File: config.mk
export PLATFORM = sky130hd
export DESIGN_NAME = lsu_ctrl
export DESIGN_NICKNAME = d
export VERILOG_FILES = /design/src/rtl/lsu_ctrl.sv
export SDC_FILE = /design/constraint.sdc
export NUM_CORES = 1
export LEC_CHECK = 0
export CORE_MARGIN = 2
export CORE_UTILIZATION = 38
export CTS_BUF_LIST = sky130_fd_sc_hd__clkbuf_4 sky130_fd_sc_hd__clkbuf_8
export CTS_CLUSTER_DIAMETER = 40
export DETAILED_ROUTE_END_ITERATION = 16
export GPL_ROUTABILITY_DRIVEN = 0
export GPL_TIMING_DRIVEN = 1
export PLACE_DENSITY = 0.71
export SYNTH_ARGS = -nofsm -noshare
export SYNTH_HDL_FRONTEND = slang
export SYNTH_SLANG_ARGS = --single-unit
File: constraint.sdc
create_clock -name clk -period 3.4 [get_ports clk]
set_input_delay 0.34 -clock clk [delete_from_list [all_inputs] [get_ports clk]]
set_output_delay 0.34 -clock clk [all_outputs]
set_load 0.01 [all_outputs]
File: src/rtl/lsu_ctrl.sv
// Load/store control stage: one request at a time, lane-shifted memory access.
// Define LSU_MISALIGN_TRAP_EN to trap misaligned half/word accesses.
module lsu_ctrl #(
    parameter int TIMEOUT_CYCLES = 255,
    parameter int ADDR_W         = 32
) (
    input  logic              clk,
    input  logic              rst,
    input  logic              in_valid,
    output logic              in_ready,
    input  logic              in_we,
    input  logic [2:0]        in_op,
    input  logic [ADDR_W-1:0] in_addr,
    input  logic [31:0]       in_wdata,
    output logic              mem_req,
    output logic              mem_we,
    output logic [ADDR_W-1:0] mem_addr,
    output logic [3:0]        mem_wmask,
    output logic [31:0]       mem_wdata,
    input  logic              mem_rvalid,
    input  logic [31:0]       mem_rdata,
    output logic              out_valid,
    input  logic              out_ready,
    output logic [31:0]       out_rdata,
    output logic              out_err
);

    typedef enum logic [1:0] {IDLE, REQ, WAIT, RESP} state_t;

    localparam int CNT_W = $clog2(TIMEOUT_CYCLES + 2);

    state_t              state, state_n;
    logic                we_q;
    logic [2:0]          op_q;
    logic [ADDR_W-1:0]   addr_q;
    logic [31:0]         wdata_q;
    logic [CNT_W-1:0]    cnt;
    logic [CNT_W-1:0]    cnt_inc;
    logic [31:0]         rdata_q;
    logic                err_q;
    logic                misal;
    logic                legal;
    logic                timeout_hit;
    logic [1:0]          off;
    logic [3:0]          mask;
    logic [31:0]         repl;
    logic [31:0]         lane;
    logic [31:0]         ext;

    always_comb begin
        misal = 1'b0;
`ifdef LSU_MISALIGN_TRAP_EN
        misal = (in_op[1:0] == 2'b01 && in_addr[0]) ||
                (in_op[1:0] == 2'b10 && in_addr[1:0] != 2'b00);
`endif
        legal = !(in_op == 3'b011 || in_op[2:1] == 2'b11) &&
                !(in_we && in_op[2]) && !misal;
    end

    assign cnt_inc     = cnt + CNT_W'(1);
    assign timeout_hit = (TIMEOUT_CYCLES != 0) &&
                         (cnt_inc == CNT_W'(TIMEOUT_CYCLES));

    // Misaligned halves/words are forced onto their natural boundary.
    always_comb begin
        off  = 2'b00;
        mask = 4'b1111;
        repl = wdata_q;
        unique case (op_q[1:0])
            2'b00: begin
                off  = addr_q[1:0];
                mask = 4'b0001 << addr_q[1:0];
                repl = {4{wdata_q[7:0]}};
            end
            2'b01: begin
                off  = {addr_q[1], 1'b0};
                mask = 4'b0011 << {addr_q[1], 1'b0};
                repl = {2{wdata_q[15:0]}};
            end
            default: ;
        endcase
    end

    assign lane = mem_rdata >> {off, 3'b000};

    always_comb begin
        ext = lane;
        unique case (op_q)
            3'b000:  ext = {{24{lane[7]}}, lane[7:0]};
            3'b001:  ext = {{16{lane[15]}}, lane[15:0]};
            3'b100:  ext = {24'b0, lane[7:0]};
            3'b101:  ext = {16'b0, lane[15:0]};
            default: ext = lane;
        endcase
    end

    always_ff @(posedge clk or posedge rst) begin
        if (rst) state <= IDLE;
        else     state <= state_n;
    end

    always_comb begin
        state_n = state;
        unique case (state)
            IDLE:    if (in_valid) state_n = legal ? REQ : RESP;
            REQ:     state_n = WAIT;
            WAIT:    if (mem_rvalid || timeout_hit) state_n = RESP;
            RESP:    if (out_ready) state_n = IDLE;
            default: state_n = IDLE;
        endcase
    end

    always_ff @(posedge clk or posedge rst) begin
        if (rst) begin
            we_q    <= 1'b0;
            op_q    <= 3'b000;
            addr_q  <= '0;
            wdata_q <= '0;
            cnt     <= '0;
            rdata_q <= '0;
            err_q   <= 1'b0;
        end else begin
            unique case (state)
                IDLE: if (in_valid) begin
                    we_q    <= in_we;
                    op_q    <= in_op;
                    addr_q  <= in_addr;
                    wdata_q <= in_wdata;
                    rdata_q <= '0;
                    err_q   <= !legal;
                end
                REQ: cnt <= '0;
                WAIT: begin
                    cnt <= cnt_inc;
                    // An ack in the timeout cycle still counts as success.
                    if (mem_rvalid) begin
                        rdata_q <= we_q ? 32'b0 : ext;
                        err_q   <= 1'b0;
                    end else if (timeout_hit) begin
                        rdata_q <= '0;
                        err_q   <= 1'b1;
                    end
                end
                RESP: if (out_ready) begin
                    rdata_q <= '0;
                    err_q   <= 1'b0;
                end
                default: ;
            endcase
        end
    end

    assign in_ready  = (state == IDLE);
    assign mem_req   = (state == REQ);
    assign mem_we    = mem_req && we_q;
    assign mem_addr  = mem_req ? {addr_q[ADDR_W-1:2], 2'b00} : '0;
    assign mem_wmask = mem_we ? mask : 4'b0000;
    assign mem_wdata = mem_we ? repl : 32'b0;
    assign out_valid = (state == RESP);
    assign out_rdata = rdata_q;
    assign out_err   = err_q;

endmodule

# Word-level counts from Yosys, hierarchy flattened
# Index checks and enable logic that the tools add are counted.
# word_totals
register_bits,112
output_inout_bits,105
word_cells,66
# classes
addsub,1
eq_ne,14
shift,3
n_mux,24
n_reduce_logical,16
# op_table
operator,n
two-way mux 32 bit,7
case mux 32 bit (4 select lines),1
case mux 32 bit (3 select lines),1
case mux 32 bit (2 select lines),1
>> shifter 32 x 5 -> 32 bit,1
case mux 9 bit (2 select lines),1
adder 9 x 1 -> 9 bit (second input constant),1
== test 9 x 8 -> 1 bit (second input constant),1
two-way mux 2 bit,4
case mux 2 bit (4 select lines),1
case mux 4 bit (2 select lines),1
== test 2 bit (second input constant),3
== test 3 bit (second input constant),2
== test 2 x 1 -> 1 bit (second input constant),2
zero test 2 bit,2
two-way mux 1 bit,4
two-way mux 4 bit,1
!= test 2 bit (second input constant),2
case mux 2 bit (2 select lines),1
AND reduction 4 bit,1
left shift 1 x 2 -> 4 bit (first input constant),1
left shift 2 x 2 -> 4 bit (first input constant),1
== test 3 x 1 -> 1 bit (second input constant),1
== test 3 x 2 -> 1 bit (second input constant),1
other kinds (11),16

# Depth between registers and ports, before layout
# depth
ltp_word,7
ltp_mapped,9
ltp_nobuf,8

# Least setup slack after synthesis
# Ideal clock, no wire load.
# synth_path
kind,reg-to-reg
start,register state[0]
end,register rdata_q[16] (netlist: out_rdata[16])
setup_ps,132
arrival_time_ps,2127
required_ps,3268
path_slack_ps,1142
path_stages_with_launch,10
path_buffers,2
synth_period_minus_slack_ps,2258
path_cell_list,dfrtp_1 > inv_1 > ha_1 > inv_1 > o21ai_0 > or3_1 > clkbuf_1 > o32a_1 > clkbuf_1 > o2bb2ai_1
# synth_via
elab_chain_len,3
elab_cells_between_ends,9
classes_between,5 x eq/ne; 1 x mux; 3 x reduce/logical
# synth_lines
element,line,rtl
from (decl),32,"state_t state, state_n;"
from (signal assigned),99,else state <= state_n;
zero test 2 bit *,n/a,
net in_ready,10,"output logic in_ready,"
!= test 2 bit (no source line) or nonzero test 3 bit (tied branches),n/a,
AND reduction 4 bit (no source line),n/a,
to (signal assigned),137,rdata_q <= we_q ? 32'b0 : ext;
to (decl),39,logic [31:0] rdata_q;
# Mark *: on every way through the listed nets, which the timed path passes. The rest lies on a longest branch.
# A chain may end at the register's enable or synchronous reset.

# Worst setup path in the final report
# layout_path
start,register op_q[0]
end,output mem_wmask[3]
# layout_via
elab_chain_len,3
elab_cells_between_ends,4
classes_between,1 x eq/ne; 2 x mux; 1 x reduce/logical
# layout_lines
element,line,rtl
from (decl),34,logic [2:0] op_q;
from (signal assigned),126,op_q <= in_op;
== test 2 x 1 -> 1 bit or zero test 2 bit (tied branches),69,unique case (op_q[1:0])
case mux 4 bit (2 select lines) *,69,
two-way mux 4 bit *,157,assign mem_wmask = mem_we ? mask : 4'b0000;
to (decl),18,"output logic [3:0] mem_wmask,"
# Every way passes the cells marked *; elsewhere a longest branch is shown, timed or not.

==> flow_results.org <==
** Run status
- Outcome :: completed

** Clock network
- Clock sinks :: 112
- Clock-pin slew on the worst setup and hold paths :: 110 ps
- TritonCTS built the clock tree.
- The H-tree was split into 3 levels.
- Maximum clock path buffer count :: 2
- Hold_buf cts :: 0
- Clock insertion delay at the later pin of the skew report :: 390 ps
- Root buffer cell :: sky130_fd_sc_hd__clkbuf_8
- In this run, post-CTS repair resized a total of 0 instances.
- Number of buffers inserted to repair setup after CTS :: 0
- In this run, CTS created clock tree buffers numbering 9.

** Worst setup path
- The critical path is of the reg2out type.
- The worst setup path is captured at an output port.
- List of cells traversed by the critical path :: or2_2 > nor2_1 > nor3_1 > clkdlybuf4s50_1
- Critical Path Fanout Max :: 16
- Startpoint type of the worst setup path :: register
- Delay of the slowest cell on the worst path :: 780 ps
- Top cell family by delay on the critical path :: flip-flops
- STA puts the critical path data required time at 3060 ps.
- Number of buffers and inverters on the critical path :: 1
- Arrival time at the worst endpoint :: 2420 ps
- On the critical path, the stage with the largest delay is an instance of sky130_fd_sc_hd__dfrtp_1.

** Placement
- In this run the tool buffered the top-level ports with 207 buffer cells.
- The wire-length estimate of the detail-placed layout is 11220 um.
- Cell area after placement :: 0.007879 mm2

** Floorplanning
- Cell row count :: 44
- The initial utilization of the core area, before any placement, comes to 38.77%.
- Measured along the x axis, the die boundary spans 125.8 um.
- The die covers 0.01582 mm2.
- Core Box Area :: 0.01453 mm2
- The die is 125.8 um tall.
- Number of top-level pins :: 210

** Synthesis
- Ys async rst share :: 100.0%
- Synthesis produced a netlist whose cell count is 511.
- Ranked by total cell area, the synthesized netlist is headed by sky130_fd_sc_hd__dfrtp_1 50%, sky130_fd_sc_hd__mux2_2 15%, sky130_fd_sc_hd__mux2i_1 5.0%, sky130_fd_sc_hd__o2bb2ai_1 3.9%, sky130_fd_sc_hd__and2_1 3.3%.
- EDFF count, synth :: 0
- For this run, the number of Yosys warnings is 0.
- Post-synthesis mux area share :: 20.16%
- Share of the synthesized area in compound gates (AO/OA/AOI/OAI) :: 11.53%
- In this run, distinct cell masters in the synthesized netlist total 44.
- Dominant combinational cell family by area after synthesis :: multiplexers
- Cell taking the most area after synthesis :: sky130_fd_sc_hd__dfrtp_1
- Post-synth design cell area :: 0.005634 mm2
- Simple-gate share of the synthesized area :: 13.28%
- In this run, synthesis produced a sequential element count of 112.
- After synthesis, flip-flops and latches occupy 49.74% of the total area.
- Summing the areas of all fa, ha and maj instances in the mapped netlist gives 1.332% of the synthesized area.
- The most used flip-flop cell after synthesis is sky130_fd_sc_hd__dfrtp_1.
- Summing the areas of all xor and xnor instances in the mapped netlist gives 0.4664% of the synthesized area.
- Mapped Avg Cell Area :: 11.03 um2
- In this run the biggest area consumer among cell types represents 49.74% of the synthesized area.

** STA
- Setup violations remaining at the end of the flow were counted as 0.
- Maximum clock frequency :: 0.3625 GHz
- Max-slew violation count :: 0
- Total Neg Setup Slack :: 0 ps
- Dividing the final minimum period by the clock period gives 81.14%.
- Relative max-transition margin :: 28.33%
- Final-report hold violation count :: 0
- Across all hold checks on the routed design, the worst slack comes to 460.4 ps.
- Worst clock skew on the final layout :: 10.70 ps
- Setup repair after global routing left no endpoint under its margin.
- Clock period minus worst slack :: 2759 ps
- Tightest Pin Transition :: 1075 ps

** Final layout
- Area growth from synthesis to final layout :: 43.37%
- Filler Cells Inserted :: 1268
- Share of final-layout standard cells stronger than drive strength 1 :: 15.37%
- The final layout contains 815 nets.
- In the final layout, flip-flops and latches occupy 0.002804 mm2.
- Leaving out fill and tap cells, the most frequent cell in the layout is sky130_fd_sc_hd__clkdlybuf4s50_1.
- Commonest cells after routing, fill and taps aside :: 207 x sky130_fd_sc_hd__clkdlybuf4s50_1, 111 x sky130_fd_sc_hd__dfrtp_1, 76 x sky130_fd_sc_hd__mux2_2, 40 x sky130_fd_sc_hd__nand2_1, 33 x sky130_fd_sc_hd__nor2_1
- In the final layout, the multi-input gates occupy 0.002645 mm2.
- Antenna cells :: 0
- Final cell area excluding filler cells :: 0.008078 mm2

** Global route
- After global routing the overflow that remains totals 0.
- Number of global-route vias before repair :: 4739
- Entering global routing, the biggest net connects 69 pins.
- The initial antenna violation count is 0.
- Global routing consumed, over all layers together, 19.24% of the routing resources.
- The first global-routing pass estimated 24360 um of wire.

** Routing
- Average wire per cell in the routed design :: 17.27 um
- Iteration-0 DRC Markers :: 255
- Drt pass-1 iters :: 4
- Total number of vias :: 4565
- Total detailed-routing wirelength :: 15420 um
- DRC :: 0
- Mean number of vias per cell :: 5.112
- Routed Antenna Nets :: 0

** Min path
- In this run the worst hold path is classified as in2async.

** Power and ir drop
- Leakage power of the design :: 3.449 nW
- IR analysis of the VDD net gives a maximum drop of 0.0003423 V.
- Power comes to 0.006723 W.
- Dividing total power by cell area gives a power density of 832.3 mW/mm2.

** Flow run
- # Max-Cap Violations :: 0
## Yosys cell counts, drive strengths merged, types with 13 or more instances
cell type	instances
nor2	33
a21oi	23
and2	30
o2bb2ai	25
o21ai	14
mux2i	28
nor2b	16
mux2	76
nand2	41
clkbuf	22
dfrtp	112
buf	13
## flip-flops by register name, summed over array words and instances (netlist names)
signal / flops
addr_q: 32
out_rdata: 32
wdata_q: 32
cnt: 9
op_q: 3
state: 2
out_err: 1
we_q: 1
## final timing paths
path | start | to | slack, ps | cells after the start
max in group asynchronous | rst | cnt[6]$_DFFE_PP0P_ | 2160 | 3
hold / removal | rst | addr_q[30]$_DFFE_PP0P_ | 460 | 2
min in group clk | out_rdata[29]$_DFFE_PP0P_ | out_rdata[29]$_DFFE_PP0P_ | 500 | 1
setup / recovery | op_q[0]$_DFFE_PP0P_ | mem_wmask[3] | 640 | 4
setup reg to reg | cnt[1]$_DFFE_PP0P_ | out_rdata[16]$_DFFE_PP0P_ | 680 | 8
hold reg to reg | out_rdata[29]$_DFFE_PP0P_ | out_rdata[29]$_DFFE_PP0P_ | 500 | 1
## layer usage
layer  GRT usage (%)  share of wire (%)
met5               0                  0
met2           32.91                 49
met1           23.30                 41
met3           5.480                7.5
met4           6.852                2.2
## power breakdown
group | switching [W] | internal (W) | total [W] | leakage, nW
Combinational | 0.00157 | 0.00190 | 0.00346 | 1.95
Sequential | 0.000505 | 0.00195 | 0.00245 | 1.40
Clock | 0.000471 | 0.000334 | 0.000805 | 0.0996
## stage by stage
stage          utilization, %  instances  setup WS, ps
2_1_floorplan               -        512         101.0
6_report                55.58        893         641.3
5_1_grt                 55.58        893         415.8
4_1_cts                 55.58        893         591.7
3_5_place_dp            54.21        877         642.0
3_3_place_gp            54.21        877         752.4
## cell type report
cell class                 count  share of cell area (%)
sequential                   112                   34.71
multi-input combinational    353                   32.74
inverter                      12                  0.5886
tap                          184                   2.850
clock inverter                 4                  0.4182
timing repair buffer         216                   26.64
clock buffer                  12                   2.045
## kinds of logic after synthesis
family / after synthesis
adders and majority gates: 6
and+or+nand+nor: 150
buffers and inverters: 47
AOI/OAI and AO/OA: 88
DFF: 112
xor gates and xnor gates: 3
other: 1
muxes: 104
Note: power is estimated with default switching activity, not from simulation.
